[src/rtl/cursor_pkg.sv]
// Shared constants, FSM state type and overflow helper for the PS/2 cursor tracker.
// Positions are in 0.1-pixel units on a 640x480 screen.
package cursor_pkg;

  localparam int POS_W      = 14;
  localparam int H_MAX_DEF  = 6390;
  localparam int V_MAX_DEF  = 4790;
  localparam int H_INIT_DEF = 3200;
  localparam int V_INIT_DEF = 2400;
  localparam int GAIN_DEF   = 10;

  typedef enum logic [1:0] {
    IDLE  = 2'd0,
    SCALE = 2'd1,
    ACCUM = 2'd2
  } state_t;

  // An overflowed axis saturates to the largest count in the direction of its sign bit.
  function automatic logic signed [8:0] force_ovf(input logic signed [8:0] d, input logic ovf);
    if (ovf) begin
      return d[8] ? 9'h100 : 9'h0FF;
    end else begin
      return d;
    end
  endfunction

endpackage

[src/rtl/cursor_tracker_if.sv]
// Movement-packet handshake between the PS/2 packet decoder (master) and the tracker (slave).
interface cursor_tracker_if;

  logic              pkt_valid;
  logic              pkt_ready;
  logic signed [8:0] dx;
  logic signed [8:0] dy;
  logic              ovf_x;
  logic              ovf_y;
  logic              btn_left;

  modport master (
    output pkt_valid, dx, dy, ovf_x, ovf_y, btn_left,
    input  pkt_ready
  );

  modport slave (
    input  pkt_valid, dx, dy, ovf_x, ovf_y, btn_left,
    output pkt_ready
  );

endinterface

[src/rtl/cursor_tracker_sat_accum.sv]
// Signed add of a scaled delta to an unsigned position, clamped to [0, MAX].
module sat_accum
  import cursor_pkg::*;
#(
  parameter int MAX = H_MAX_DEF
) (
  input  logic [POS_W-1:0]  cur,
  input  logic signed [15:0] delta,
  output logic [POS_W-1:0]  sum_out
);

  localparam logic signed [16:0] MAX_S = 17'(MAX);
  localparam logic [POS_W-1:0]   MAX_P = POS_W'(MAX);

  logic signed [16:0] sum_s;

  assign sum_s = $signed({3'b000, cur}) + $signed({delta[15], delta});

  // Clamp the 17-bit signed sum into the legal position range.
  always_comb begin
    sum_out = sum_s[POS_W-1:0];
    if (sum_s[16]) begin
      sum_out = {POS_W{1'b0}};
    end else if (sum_s > MAX_S) begin
      sum_out = MAX_P;
    end else begin
      sum_out = sum_s[POS_W-1:0];
    end
  end

endmodule

[src/rtl/cursor_tracker.sv]
// Accumulates PS/2 movement packets into a working cursor position and publishes it
// to the overlay stage only at frame_start, so the displayed cursor never tears.
module cursor_tracker
  import cursor_pkg::*;
#(
  parameter int H_MAX  = H_MAX_DEF,
  parameter int V_MAX  = V_MAX_DEF,
  parameter int H_INIT = H_INIT_DEF,
  parameter int V_INIT = V_INIT_DEF,
  parameter int GAIN   = GAIN_DEF
) (
  input  logic             clk,
  input  logic             rst_n,
  cursor_tracker_if.slave  pkt,
  input  logic             frame_start,
  output logic [POS_W-1:0] h_position,
  output logic [POS_W-1:0] v_position,
  output logic             click_pulse,
  output logic             btn_hold
);

  localparam logic signed [15:0] GAIN_S = 16'(GAIN);

  state_t              state_r, state_s;
  logic signed [8:0]   dx_r, dy_r;
  logic                ovf_x_r, ovf_y_r, btn_r;
  logic signed [8:0]   dx_eff_s, dy_eff_s;
  logic signed [15:0]  sdx_s, sdy_s, sdx_r, sdy_r;
  logic [POS_W-1:0]    work_h_r, work_v_r, nxt_h_s, nxt_v_s;

  assign pkt.pkt_ready = (state_r == IDLE);

  // State register.
  always_ff @(posedge clk or negedge rst_n) begin
    if (!rst_n) state_r <= IDLE;
    else        state_r <= state_s;
  end

  // Next-state logic: one packet walks IDLE -> SCALE -> ACCUM -> IDLE.
  always_comb begin
    state_s = state_r;
    case (state_r)
      IDLE: begin
        if (pkt.pkt_valid) state_s = SCALE;
        else               state_s = IDLE;
      end
      SCALE:   state_s = ACCUM;
      ACCUM:   state_s = IDLE;
      default: state_s = IDLE;
    endcase
  end

  // Capture the packet fields on acceptance.
  always_ff @(posedge clk or negedge rst_n) begin
    if (!rst_n) begin
      dx_r <= 9'sd0; dy_r <= 9'sd0;
      ovf_x_r <= 1'b0; ovf_y_r <= 1'b0; btn_r <= 1'b0;
    end else if (state_r == IDLE && pkt.pkt_valid) begin
      dx_r <= pkt.dx; dy_r <= pkt.dy;
      ovf_x_r <= pkt.ovf_x; ovf_y_r <= pkt.ovf_y; btn_r <= pkt.btn_left;
    end
  end

  // Scale counts to position units; Y is negated because PS/2 +Y means up.
  always_comb begin
    dx_eff_s = force_ovf(dx_r, ovf_x_r);
    dy_eff_s = force_ovf(dy_r, ovf_y_r);
    sdx_s    = $signed({{7{dx_eff_s[8]}}, dx_eff_s}) * GAIN_S;
    sdy_s    = 16'sd0 - ($signed({{7{dy_eff_s[8]}}, dy_eff_s}) * GAIN_S);
  end

  // Scaled-delta registers loaded in SCALE.
  always_ff @(posedge clk or negedge rst_n) begin
    if (!rst_n) begin
      sdx_r <= 16'sd0; sdy_r <= 16'sd0;
    end else if (state_r == SCALE) begin
      sdx_r <= sdx_s; sdy_r <= sdy_s;
    end
  end

  sat_accum #(.MAX(H_MAX)) u_acc_h (.cur(work_h_r), .delta(sdx_r), .sum_out(nxt_h_s));
  sat_accum #(.MAX(V_MAX)) u_acc_v (.cur(work_v_r), .delta(sdy_r), .sum_out(nxt_v_s));

  // Working position updated in ACCUM.
  always_ff @(posedge clk or negedge rst_n) begin
    if (!rst_n) begin
      work_h_r <= POS_W'(H_INIT); work_v_r <= POS_W'(V_INIT);
    end else if (state_r == ACCUM) begin
      work_h_r <= nxt_h_s; work_v_r <= nxt_v_s;
    end
  end

  // Press detect registered in SCALE so the pulse coincides with the ACCUM cycle.
  always_ff @(posedge clk or negedge rst_n) begin
    if (!rst_n) begin
      click_pulse <= 1'b0; btn_hold <= 1'b0;
    end else begin
      click_pulse <= (state_r == SCALE) && btn_r && !btn_hold;
      if (state_r == ACCUM) btn_hold <= btn_r;
    end
  end

  // Displayed shadow copies the working position only at frame_start.
  always_ff @(posedge clk or negedge rst_n) begin
    if (!rst_n) begin
      h_position <= POS_W'(H_INIT); v_position <= POS_W'(V_INIT);
    end else if (frame_start) begin
      h_position <= work_h_r; v_position <= work_v_r;
    end
  end

endmodule

[src/flat_wrapper.sv]
// flat-port wrapper written by rule: the top's interface ports become plain ports
module cursor_tracker_flat import cursor_pkg::*;
#(
  parameter int H_MAX  = H_MAX_DEF,
  parameter int V_MAX  = V_MAX_DEF,
  parameter int H_INIT = H_INIT_DEF,
  parameter int V_INIT = V_INIT_DEF,
  parameter int GAIN   = GAIN_DEF
)
  (clk, rst_n, frame_start, h_position, v_position, click_pulse, btn_hold, pkt_pkt_valid, pkt_dx, pkt_dy, pkt_ovf_x, pkt_ovf_y, pkt_btn_left, pkt_pkt_ready);
  cursor_tracker_if pkt_i ();
  input  logic clk;
  input  logic rst_n;
  input  logic frame_start;
  output logic [POS_W-1:0] h_position;
  output logic [POS_W-1:0] v_position;
  output logic click_pulse;
  output logic btn_hold;
  input wire logic [$bits(pkt_i.pkt_valid)-1:0] pkt_pkt_valid;
  input wire logic [$bits(pkt_i.dx)-1:0] pkt_dx;
  input wire logic [$bits(pkt_i.dy)-1:0] pkt_dy;
  input wire logic [$bits(pkt_i.ovf_x)-1:0] pkt_ovf_x;
  input wire logic [$bits(pkt_i.ovf_y)-1:0] pkt_ovf_y;
  input wire logic [$bits(pkt_i.btn_left)-1:0] pkt_btn_left;
  output wire logic [$bits(pkt_i.pkt_ready)-1:0] pkt_pkt_ready;
  assign pkt_i.pkt_valid = pkt_pkt_valid;
  assign pkt_i.dx = pkt_dx;
  assign pkt_i.dy = pkt_dy;
  assign pkt_i.ovf_x = pkt_ovf_x;
  assign pkt_i.ovf_y = pkt_ovf_y;
  assign pkt_i.btn_left = pkt_btn_left;
  assign pkt_pkt_ready = pkt_i.pkt_ready;
  cursor_tracker #(.H_MAX(H_MAX), .V_MAX(V_MAX), .H_INIT(H_INIT), .V_INIT(V_INIT), .GAIN(GAIN)) u_core (.clk(clk), .rst_n(rst_n), .pkt(pkt_i), .frame_start(frame_start), .h_position(h_position), .v_position(v_position), .click_pulse(click_pulse), .btn_hold(btn_hold));
endmodule
[config.mk]
export PLATFORM = sky130hd
export DESIGN_NAME = cursor_tracker_flat
export DESIGN_NICKNAME = d
export VERILOG_FILES = /design/src/rtl/cursor_pkg.sv /design/src/rtl/cursor_tracker_if.sv /design/src/rtl/cursor_tracker_sat_accum.sv /design/src/rtl/cursor_tracker.sv /design/src/flat_wrapper.sv
export SDC_FILE = /design/constraint.sdc
export NUM_CORES = 1
export LEC_CHECK = 0
export CAP_MARGIN = 20
export CORE_MARGIN = 3
export CORE_UTILIZATION = 63
export DETAILED_ROUTE_END_ITERATION = 7
export GPL_TIMING_DRIVEN = 0
export PLACE_DENSITY = 0.9
export SYNTH_ARGS = -nofsm -noshare
export SYNTH_HDL_FRONTEND = slang
export SYNTH_SLANG_ARGS = --single-unit
export TNS_END_PERCENT = 1
[constraint.sdc]
create_clock -name clk -period 10.95 [get_ports clk]
set_clock_uncertainty 0.15 [all_clocks]
set_input_delay 1.095 -clock clk [delete_from_list [all_inputs] [get_ports clk]]
set_output_delay 1.095 -clock clk [all_outputs]
set_load 0.03 [all_outputs]
==> summary.txt <==
Critical path
  • CP endpoint kind: flop
  • Worst EP arrival: 4.16 ns
  • R2R setup slack: 6.88 ns
  • Worst EP required: 11.04 ns
  • Crit Path Max Fanout: 10
  • Reg-to-Reg Start: u_core.ovf_y_r
  • Crit path from: u_core.ovf_y_r
  • Cells on worst reg2reg path: 16
  • Worst r2r dst: u_core.sdy_r[12]
  • WS Path Type: flop to flop
  • CP startpoint kind: flop
  • Setup crit end: u_core.sdy_r[12]

Cells and area
  • Commonest non-fill, non-tap cell in the layout: dfrtp_1
  • Nets: 825
  • Area Growth Syn to Fin: 13.8%
  • Antenna cells: 0
  • Most frequent cells in the layout: dfrtp_1 (91), nand2_1 (79), o21ai_0 (66)
  • Ratio of cells with drive above 1 in the final layout: 10.4%

Timing
  • Slew @ Worst Pin: 0.676 ns
  • Final period util: 37.1%
  • Worst setup margin: 6.88 ns
  • Final Slew Violations: 0
  • Max Fclk: 246 MHz
  • Hold Vio Cnt, Final: 0
  • Rel. slew slack: 54.9%
  • RSZ-0062 raised after global routing: false
  • Min Clock Period, post-route: 4.07 ns
  • Final count of negative-setup-slack endpoints: 0
  • Total Negative Setup Slacks: 0 ns

Yosys
  • Register area share after synthesis: 40.6%
  • Syn Area/Cell: 9.71 um^2
  • Yosys warns: 0
  • Synthesized area: 6520 um^2
  • Number of synthesized flops with an enable pin: 0
  • Async SR Flop Fraction: 100%
  • Top_reg_cell synth: dfrtp_1
  • Gate Count Post-Synth: 672
  • Unique masters post-synth: 66
  • FF+latch count, synth: 105

Placed design
  • Port buffer count: 52
  • GP Congestion: 0.851
  • HPWL after DPL: 11300 um
  • Dpl ws: 6.93 ns

CTS
  • Num CTS Buffers: 9
  • Bufs on Longest Clock Path: 2
  • Number of post-CTS setup repair buffers: 0
  • Clk sink count: 105
  • Post-CTS Resized: 0
  • Root buffer cell: clkbuf_8
  • Clk_lat worst skew: 0.37 ns
  • CTS clk-pin slew, worst paths: 0.11 ns
  • H-tree depth: 3
  • Hold buffers post-CTS: 0
  • CTS tree: built

Power
  • Switching part of the total: 47.0%
  • Comb pwr share: 62.7%
  • Pleak: 3.35 nW
  • Clk pwr share: 9.4%
  • Psw: 1.15 mW
  • Reg power frac: 27.9%
  • Worst-case vdd ir drop: 0.142 mV
  • Pwr dens: 329 nW/um^2
  • Cell Int Power: 1.29 mW

Drt
  • Iter 0 DRT Violations: 266
  • Antenna Violating Nets Remaining: 0
  • Via count: 5283
  • Routed len/inst: 16.7 um
  • Final wirelength: 14600 um
  • Post-route DRC: 0
  • Pre-antenna DRT Iters: 5
  • Vias per Instance: 6.04

Global route
  • Initial antenna violation count: 0
  • First-pass GRT wire length: 25000 um
  • Grt total ovfl: 0
  • Vias in the first global route: 5326
  • Largest net degree at the start of global routing: 66
  • Total track usage: 27.0%

Min path
  • Min-delay worst type: flop to flop

Floorplan
  • Cell row count: 36
  • Core Region: 9910 um^2
  • Die Width: 108 um
  • IO Pins: 56
  • Initial core utilization: 65.8%
  • Die area: 11600 um^2
  • DIE HEIGHT: 108 um

Job
  • MaxCap Viol Count: 0

Outcome
  • Status: complete, no violations
kinds of logic after synthesis:
group	Yosys count	share of synthesized area, %
xor+xnor	44	5.91
flops	105	40.6
compound gates	193	18.6
fa+ha+maj	63	12.5
buf+inv	57	3.66
other cells	1	0.0575
mux	33	5.70
simple gates	176	13.0
metrics by stage:
stage	utilization [%]	power (mW)	instance area, um^2	cells	hold slack [ns]
final	74.9	2.44	7430	875	0.329
after global routing	74.9	2.65	7430	875	0.362
after CTS	74.9	2.43	7430	875	0.337
after detailed placement	73.0	2.18	7240	859	0.321
after global placement	72.8	2.09	7210	858	0.319
after floorplan	-	1.79	6530	673	0.293
power by group through the flow:
stage / registers, mW / clock network, mW / logic [mW]
final: 0.681 / 0.229 / 1.53
after floorplan: 0.728 / 0 / 1.06
after detailed placement: 0.688 / 0 / 1.49
after global placement: 0.676 / 0 / 1.42
after CTS: 0.680 / 0.232 / 1.51
after global routing: 0.701 / 0.250 / 1.70
sequential cells by signal (all words and copies together) (netlist names), 2 cells and up:
register / flops
u_core.h_position: 13
u_core.work_v_r: 13
u_core.dy_r: 9
u_core.sdx_r: 13
u_core.v_position: 13
u_core.work_h_r: 13
u_core.dx_r: 9
u_core.state_r: 2
u_core.sdy_r: 15
cell usage after synthesis (6+ instances only):
cell	instances	area share, %
clkbuf_1	20	1.2
o21ai_0	66	5.1
a21o_1	15	1.7
nand2b_1	12	1.2
nand2_1	79	4.5
nor2_1	29	1.7
dfstp_2	14	5.6
inv_1	29	1.7
xnor2_1	21	2.8
dfrtp_1	91	35
ha_1	59	11
mux2_2	33	5.7
o21ai_1	8	0.61
a21oi_1	42	3.2
nor2b_1	9	0.86
nor3_1	6	0.46
a22o_1	7	0.94
xor2_1	23	3.1
o21a_1	10	1.2
final cells by class:
class / count / area, um^2
Multi-Input combinational cell: 511 / 3640
Tap cell: 133 / 166
Fill cell: 711 / 2480
Sequential cell: 105 / 2650
Inverter: 30 / 113
Clock buffer: 9 / 124
Timing Repair Buffer: 53 / 546
Buffer: 27 / 126
Clock inverter: 7 / 63.8
layer usage:
layer	up-vias	wire (um)	GRT usage, %
li1	2526	-	-
met1	2499	6160	34.7
met2	222	7170	47.3
met3	36	930	3.48
met4	0	319	9.02
met5	-	0	0
worst max-delay path, stage by stage (launching register included):
cell	delay, ns
dfrtp_1	0.39
clkbuf_1	0.19
nand2b_1	0.20
inv_1	0.06
or2_2	0.31
ha_1	0.30
ha_1	0.18
inv_1	0.06
fa_1	0.40
nor2b_1	0.12
o21ai_0	0.11
a21boi_1	0.29
nor2_1	0.14
or3_1	0.42
nor4b_1	0.37
xnor2_1	0.17
o21ai_1	0.07
worst min-delay path by stage:
| stage | cells past startpoint | slack (ns) | to | from |
|---|---|---|---|---|
| 6_report | 1 | 0.33 | u_core.click_pulse | u_core.btn_hold |
| 5_1_grt | 2 | 0.36 | u_core.work_v_r[6] | u_core.work_v_r[6] |
| 3_3_place_gp | 1 | 0.32 | u_core.click_pulse | u_core.btn_hold |
| 2_1_floorplan | 2 | 0.29 | u_core.sdy_r[6] | u_core.sdy_r[6] |
| 3_5_place_dp | 1 | 0.32 | u_core.click_pulse | u_core.btn_hold |
| 4_1_cts | 1 | 0.34 | u_core.click_pulse | u_core.btn_hold |
No activity file was read; power rests on OpenSTA's default activity.
